`src/rtl/half_pkg.sv`:
```
// Shared binary16 definitions for the half-precision datapath (multiplier and
// divider): field layout, bias, saturation constants and the divider FSM states.
// Build option: HALF_DIVIDE_ROUND_EN selects the 13-bit quotient used for
// round half-up in half_divide; without it the quotient is 12 bits and the
// fraction is truncated.
package half_pkg;

    typedef struct packed {
        logic       sign;
        logic [4:0] exp;
        logic [9:0] frac;
    } half_t;

    localparam int unsigned HALF_BIAS     = 15;
    localparam logic [4:0]  HALF_EXP_SAT  = 5'h1F;
    localparam logic [9:0]  HALF_FRAC_SAT = 10'h3FF;
    localparam logic [14:0] HALF_MAG_SAT  = {HALF_EXP_SAT, HALF_FRAC_SAT};

`ifdef HALF_DIVIDE_ROUND_EN
    localparam int unsigned HALF_QBITS = 13;
`else
    localparam int unsigned HALF_QBITS = 12;
`endif

    typedef enum logic [1:0] {IDLE, DIV, NORM} div_state_t;

endpackage

```
`src/rtl/half_mant_div.sv`:
```
// Restoring mantissa divider: one quotient bit per cycle, MSB first.
// Ports:
//   clk, rstn  clock, synchronous active-low reset
//   start_i    load operands and begin (ignored by caller while busy)
//   ma_i/mb_i  11-bit significands {1,frac}
//   q_o        QBITS-bit quotient, final one cycle after done_o
//   done_o     high during the cycle that produces the last quotient bit
module half_mant_div #(
    parameter int unsigned QBITS = 12
) (
    input  logic             clk,
    input  logic             rstn,
    input  logic             start_i,
    input  logic [10:0]      ma_i,
    input  logic [10:0]      mb_i,
    output logic [QBITS-1:0] q_o,
    output logic             done_o
);

    localparam logic [3:0]       LAST = 4'(QBITS - 1);
    localparam logic [QBITS-1:0] QONE = {{(QBITS-1){1'b0}}, 1'b1};

    logic [12:0]      r_q;
    logic [10:0]      mb_q;
    logic [QBITS-1:0] q_q;
    logic [3:0]       cnt_q;
    logic             busy_q;

    logic             ge;
    logic [12:0]      r_d;
    logic [QBITS-1:0] q_d;

    assign ge  = (r_q >= {2'b00, mb_q});
    // The shift discards bit 12; the remainder stays below 2*mb so it never carries there.
    assign r_d = (ge ? (r_q - {2'b00, mb_q}) : r_q) << 1;
    assign q_d = q_q | (ge ? (QONE << (LAST - cnt_q)) : '0);

    always_ff @(posedge clk) begin
        if (!rstn) begin
            r_q    <= '0;
            mb_q   <= '0;
            q_q    <= '0;
            cnt_q  <= '0;
            busy_q <= 1'b0;
        end else if (start_i) begin
            r_q    <= {2'b00, ma_i};
            mb_q   <= mb_i;
            q_q    <= '0;
            cnt_q  <= '0;
            busy_q <= 1'b1;
        end else if (busy_q) begin
            r_q   <= r_d;
            q_q   <= q_d;
            cnt_q <= cnt_q + 4'd1;
            if (cnt_q == LAST) busy_q <= 1'b0;
        end
    end

    assign q_o    = q_q;
    assign done_o = busy_q && (cnt_q == LAST);

endmodule

```
`src/rtl/half_divide.sv`:
```
// Iterative binary16 divider c = a / b with valid/ready input and a
// one-cycle out_valid pulse. Subnormal/zero results flush to zero, overflow
// saturates to magnitude 7FFF, exponent 1F inputs are treated as ordinary.
// Ports:
//   clk, rstn          clock, synchronous active-low reset
//   in_valid/in_ready  operand handshake; accept when both high
//   a, b               dividend, divisor (binary16)
//   out_valid          one-cycle pulse when c is updated
//   c                  quotient, held until the next result
//   div_zero           divisor magnitude was zero (qualified by out_valid)
// Build option: HALF_DIVIDE_ROUND_EN enables round half-up (13 quotient bits,
// latency 14); default build truncates (12 quotient bits, latency 13).
module half_divide
    import half_pkg::*;
#(
    parameter int unsigned BIAS  = HALF_BIAS,
    parameter int unsigned QBITS = HALF_QBITS
) (
    input  logic        clk,
    input  logic        rstn,
    input  logic        in_valid,
    output logic        in_ready,
    input  logic [15:0] a,
    input  logic [15:0] b,
    output logic        out_valid,
    output logic [15:0] c,
    output logic        div_zero
);

    div_state_t       state_q;
    logic             sign_q;
    logic signed [6:0] e_q;
    logic             za_q;
    logic             zb_q;
    half_t            c_q;
    logic             div_zero_q;
    logic             out_valid_q;

    logic             start;
    logic             done;
    logic [QBITS-1:0] q;

    logic signed [6:0] exp_n;
    logic [9:0]        frac_n;
    half_t             res;
    logic              dz;

    assign in_ready = (state_q == IDLE);
    assign start    = in_ready && in_valid;

    half_mant_div #(.QBITS(QBITS)) u_mant_div (
        .clk     (clk),
        .rstn    (rstn),
        .start_i (start),
        .ma_i    ({1'b1, a[9:0]}),
        .mb_i    ({1'b1, b[9:0]}),
        .q_o     (q),
        .done_o  (done)
    );

`ifdef HALF_DIVIDE_ROUND_EN
    logic [9:0]  frac_t;
    logic        guard;
    logic [10:0] rsum;
`endif

    always_comb begin
        exp_n  = e_q;
        frac_n = '0;
        res    = '0;
        dz     = 1'b0;
`ifdef HALF_DIVIDE_ROUND_EN
        frac_t = '0;
        guard  = 1'b0;
        if (q[12]) begin
            frac_t = q[11:2];
            guard  = q[1];
        end else begin
            frac_t = q[10:1];
            guard  = q[0];
            exp_n  = e_q - 7'sd1;
        end
        // A carry out of the fraction leaves frac at zero and bumps the exponent,
        // which is then re-checked against the saturation limits below.
        rsum   = {1'b0, frac_t} + {10'd0, guard};
        frac_n = rsum[9:0];
        if (rsum[10]) exp_n = exp_n + 7'sd1;
`else
        if (q[11]) begin
            frac_n = q[10:1];
        end else begin
            frac_n = q[9:0];
            exp_n  = e_q - 7'sd1;
        end
`endif
        if (zb_q) begin
            res = {sign_q, HALF_MAG_SAT};
            dz  = 1'b1;
        end else if (za_q) begin
            res = {sign_q, 15'h0000};
        end else if (exp_n <= 7'sd0) begin
            res = {sign_q, 15'h0000};
        end else if (exp_n >= 7'sd31) begin
            res = {sign_q, HALF_MAG_SAT};
        end else begin
            res = {sign_q, exp_n[4:0], frac_n};
        end
    end

    always_ff @(posedge clk) begin
        if (!rstn) begin
            state_q     <= IDLE;
            sign_q      <= 1'b0;
            e_q         <= '0;
            za_q        <= 1'b0;
            zb_q        <= 1'b0;
            c_q         <= '0;
            div_zero_q  <= 1'b0;
            out_valid_q <= 1'b0;
        end else begin
            case (state_q)
                IDLE: begin
                    out_valid_q <= 1'b0;
                    if (in_valid) begin
                        sign_q  <= a[15] ^ b[15];
                        e_q     <= $signed({2'b00, a[14:10]}) + $signed(7'(BIAS))
                                 - $signed({2'b00, b[14:10]});
                        za_q    <= (a[14:0] == 15'h0000);
                        zb_q    <= (b[14:0] == 15'h0000);
                        state_q <= DIV;
                    end
                end
                DIV: begin
                    if (done) state_q <= NORM;
                end
                NORM: begin
                    c_q         <= res;
                    div_zero_q  <= dz;
                    out_valid_q <= 1'b1;
                    state_q     <= IDLE;
                end
                default: state_q <= IDLE;
            endcase
        end
    end

    assign c         = c_q;
    assign div_zero  = div_zero_q;
    assign out_valid = out_valid_q;

endmodule
```
`config.mk`:
```
export PLATFORM = sky130hd
export DESIGN_NAME = half_divide
export DESIGN_NICKNAME = d
export VERILOG_FILES = /design/src/rtl/half_pkg.sv /design/src/rtl/half_mant_div.sv /design/src/rtl/half_divide.sv
export SDC_FILE = /design/constraint.sdc
export NUM_CORES = 1
export LEC_CHECK = 0
export ABC_AREA = 1
export ABC_CLOCK_PERIOD_IN_PS = 2400
export CAP_MARGIN = 0
export CELL_PAD_IN_SITES_DETAIL_PLACEMENT = 0
export CELL_PAD_IN_SITES_GLOBAL_PLACEMENT = 1
export CORE_MARGIN = 3
export CORE_UTILIZATION = 30
export DETAILED_ROUTE_END_ITERATION = 10
export PLACE_DENSITY = 0.63
export SYNTH_ARGS = -nofsm -noshare
export SYNTH_HDL_FRONTEND = slang
export SYNTH_SLANG_ARGS = --single-unit
```
`constraint.sdc`:
```
create_clock -name clk -period 2.4 [get_ports clk]
set_clock_uncertainty 0.05 [all_clocks]
set_input_delay 0.36 -clock clk [delete_from_list [all_inputs] [get_ports clk]]
set_output_delay 0.36 -clock clk [all_outputs]
set_load 0.05 [all_outputs]
```
==> impl_summary.md <==
Global routing
The met1 track demand over resource in global routing is between 20% and 30%. The global routing usage on met2 is 25.8%. After global routing, the most crowded layer is met2. The met3 usage is between 2 and 3%. The residual overflow from global routing is 0.

The number of antenna violations at the first check in global routing is 0. The total routing resource utilization after global routing is 15.9%. The via count of the first global-routing pass is 4185. The first global-routing pass estimated 20700 µm of wire. Entering global routing, the biggest net connects 31 pins.

Final layout
The net count of the finished layout is 769. Leaving out fill and tap cells, the most frequent cell in the layout is nand2_1. The area overhead of the layout relative to synthesis is 23.8%.

The fraction of final layout cells with drive strength greater than 1 is approximately 6.5%. The filler-free cell count of the finished design is around 900. 0 antenna diodes ended up in the layout. The library cells used most frequently in the layout, excluding fill and tap cells, are nand2_1, inv_1, dfxtp_1.

Worst setup path
The setup check on the worst reg-to-reg path leaves a slack of approximately 0.3 ns. STA classifies the critical path endpoint as an output port. The depth of the worst register-to-register path is 10. The critical path startpoint category is a flop. The required time of the critical path is 1.99 ns.

The capture point of the worst reg-to-reg path is u_mant_div.r_q[1]. The type of the worst setup path is reg -> out. In this run the worst path has a maximum fanout of 4.

At the worst endpoint, the arrival time is roughly 1.8 ns. The startpoint of the most critical register-to-register path is u_mant_div.mb_q[8].

Floorplan
The area of the core is 14000 µm². Row generation in the floorplan step produced 43 rows. The effective utilization at floorplan is 30.8%. The chip height is 126 µm.

In this run the count of I/O pins placed on the die edge is 54. The die is 126 µm wide. The total die area is 15800 µm².

Outcome
The flow ran to the end, and the final reports show no timing, DRC or antenna violations.

Yosys
The share of synthesized flip-flops with an asynchronous set or reset is 0%. The number of enable flip-flop cells after synthesis is 0. The synthesized instance count is 650. Each instance of the synthesized netlist takes up on average 6.63 µm². Of all cell types, the one taking the most synthesized area is dfxtp_1. The area share of the largest cell type after synthesis is 33.0%. The number of register bits inferred by synthesis is slightly above 70. The total nets after synthesis is between 700 and 800. Ranked by total cell area, the synthesized netlist is headed by dfxtp_1, nand2_1, inv_1. The distinct cell type count of the synthesized netlist is 36.

The number of warnings issued by yosys is 0. The top flip-flop cell by instance count after synthesis is dfxtp_1. The share of synthesized area occupied by flip-flops and latches is ~33%. The cell area after technology mapping is 4310 µm².

Placed design
Once placement completed, the tool counted placed cells totaling 873. Timing analysis after detailed placement gives a worst setup slack of -0.0905 ns. The HPWL after detailed placement is 9540 µm. At the end of routability-driven placement, the weighted congestion stood at 0.782. The count of buffers inserted at the top-level ports is 53.

Timing
The worst max-slew margin expressed relative to the limit is a little over half. The routed design could run at a clock period as short as 2.23 ns. Across all setup checks in the final design, the least slack found is 0.172 ns.

Setup violations remaining at the end of the flow were counted as 0. Setup repair after global routing left no endpoint under its margin. The count of final max-slew check failures is 0. The number of failing hold endpoints at the final stage came to 0. At the pin with the least slew margin, the transition time is 0.676 ns. The ratio of final minimum period to clock period is 92.9%. Timing would allow up to 449 MHz.

Clock network
Counting every sink on the clock net gives 71. TritonCTS built the clock tree. The H-tree was split into 3 levels. The number of hold buffers added after CTS is 0. The clock latency at the later pin of the worst-skew pair is 0.33 ns. After clock tree synthesis, the clock-pin slew on the worst setup and hold paths is 0.05 ns. The number of buffers inserted during clock tree synthesis is 9.

The clock tree root driver cell is clkbuf_16. Once the clock tree was built, the resizer swapped 0 gates to a different size. The clock passes through at most 2 buffers.

After clock tree synthesis, the setup repair step added 0 buffers.

Detailed routing
The detailed-router iteration count before antenna repair is 5. For this run, design rule violations remaining after detail routing come to 0. The total wire length is 12100 µm. The post-detailed-route via-to-cell ratio is roughly 4.7. The final route contains 4172 vias. In this run the remaining antenna-violating nets after routing total 0. In the final routed layout, each cell accounts on average for 13.7 µm. The detailed router's first-iteration violation count is 219.

Pwr
The worst-case vdd ir drop is about 0.37 mV. The internal power component is 2.49 mW. The part of the power in the clock network is a little over a third. The net switching share of the total power is 33.4%. The analysis attributes to cell leakage a power of 2.36 nW.

The power density relative to cell area is 700 nW/µm². The combinational power share is 30.5%. The power share of the sequential group is 34.2%. The net switching power figure is approximately 1.2 mW.

Hold path
The terminating pin of the worst hold path is u_mant_div.q_o[10]. The startpoint of the worst hold path is u_mant_div.q_o[10]. Along the worst hold path, the cell count comes to 2. The path type of the worst min-delay path is reg -> reg.

Flow run
Across the run, the number of max-cap violations was 0.
[per-stage QoR]
| stage | util, % | total power [mW] | TNS, ns | hold slack, ns | cell area [µm²] |
|---|---|---|---|---|---|
| 6_report | 38.1 | 3.73 | 0 | 0.409 | 5340 |
| 3_5_place_dp | 36.1 | 2.45 | -0.0905 | 0.402 | 5040 |
| 2_1_floorplan | - | 2.14 | 0 | 0.379 | 4310 |
| 5_1_grt | 38.1 | 4.00 | 0 | 0.423 | 5340 |
| 4_1_cts | 38.1 | 3.78 | 0 | 0.411 | 5340 |
| 3_3_place_gp | 36.1 | 2.44 | -0.0645 | 0.398 | 5040 |
[how the worst max path moves through the flow]
stage                       startpoint  slack (ns)  cells after the start                end
floorplan                   state_q[0]        0.37                      8  u_mant_div.r_q[8]
global placement                 b[11]       -0.06                     10             e_q[5]
detailed placement               b[11]       -0.09                     10             e_q[5]
CTS                         state_q[0]        0.14                      2           in_ready
global route        u_mant_div.mb_q[8]        0.06                     10  u_mant_div.r_q[1]
finish                      state_q[0]        0.17                      2           in_ready
[synthesized netlist by cell type (5+ instances only)]
library cell  count
clkbuf_1         13
nand4_1          31
inv_1           101
nor2_1           29
inv_2             8
nand2_1         178
o21ai_0          39
nand3_1          33
ha_1             28
buf_2             5
a21oi_1          58
nor4_1            7
dfxtp_1          71
xnor2_1           5
[per-layer routing]
layer,up-vias,part of all wire [%],wire (µm)
li1,2205,-,-
met1,1900,50,6110
met2,54,45,5440
met3,13,3.4,415
met4,0,1.4,176
met5,-,0,0
[state kept, by name, summed over array words and instances, names as in the netlist]
| name | flops |
|---|---|
| out_valid | 1 |
| zb_q | 1 |
| state_q | 2 |
| u_mant_div.cnt_q | 4 |
| za_q | 1 |
| e_q | 7 |
| sign_q | 1 |
| div_zero | 1 |
| u_mant_div.busy_q | 1 |
| u_mant_div.r_q | 13 |
| u_mant_div.q_o | 12 |
| u_mant_div.mb_q | 11 |
| c | 16 |
[power groups by stage]
stage                     registers [mW]  logic (mW)  clock network, mW
after global routing                1.28        1.32               1.40
final                               1.28        1.14               1.32
after global placement              1.30        1.14                  0
after CTS                           1.28        1.15               1.36
after detailed placement            1.30        1.15                  0
after floorplan                     1.29       0.844                  0
[kinds of logic after synthesis]
| family | synth area share, % |
|---|---|
| adder cells (fa/ha/maj) | 9.06 |
| flip-flops | 33.0 |
| XOR/XNOR | 1.42 |
| buffers and inverters | 12.2 |
| AO/OA/AOI/OAI | 13.5 |
| AND/OR/NAND/NOR | 30.8 |
[cell type report]
class,instances,area [µm²]
clock buffers,12,246
clock inverters,3,43.8
fillers,1556,8650
inverters,111,417
multi-input cells,446,2360
flip-flops and latches,71,1420
well taps,180,225
repair buffers,65,621
[critical path, cell delays in order, from the launching register on]
cell and delay (ns):
dfxtp_1 0.33, nor2_1 0.29, clkdlybuf4s50_1 0.87
Note: power is estimated with default switching activity, not from simulation.
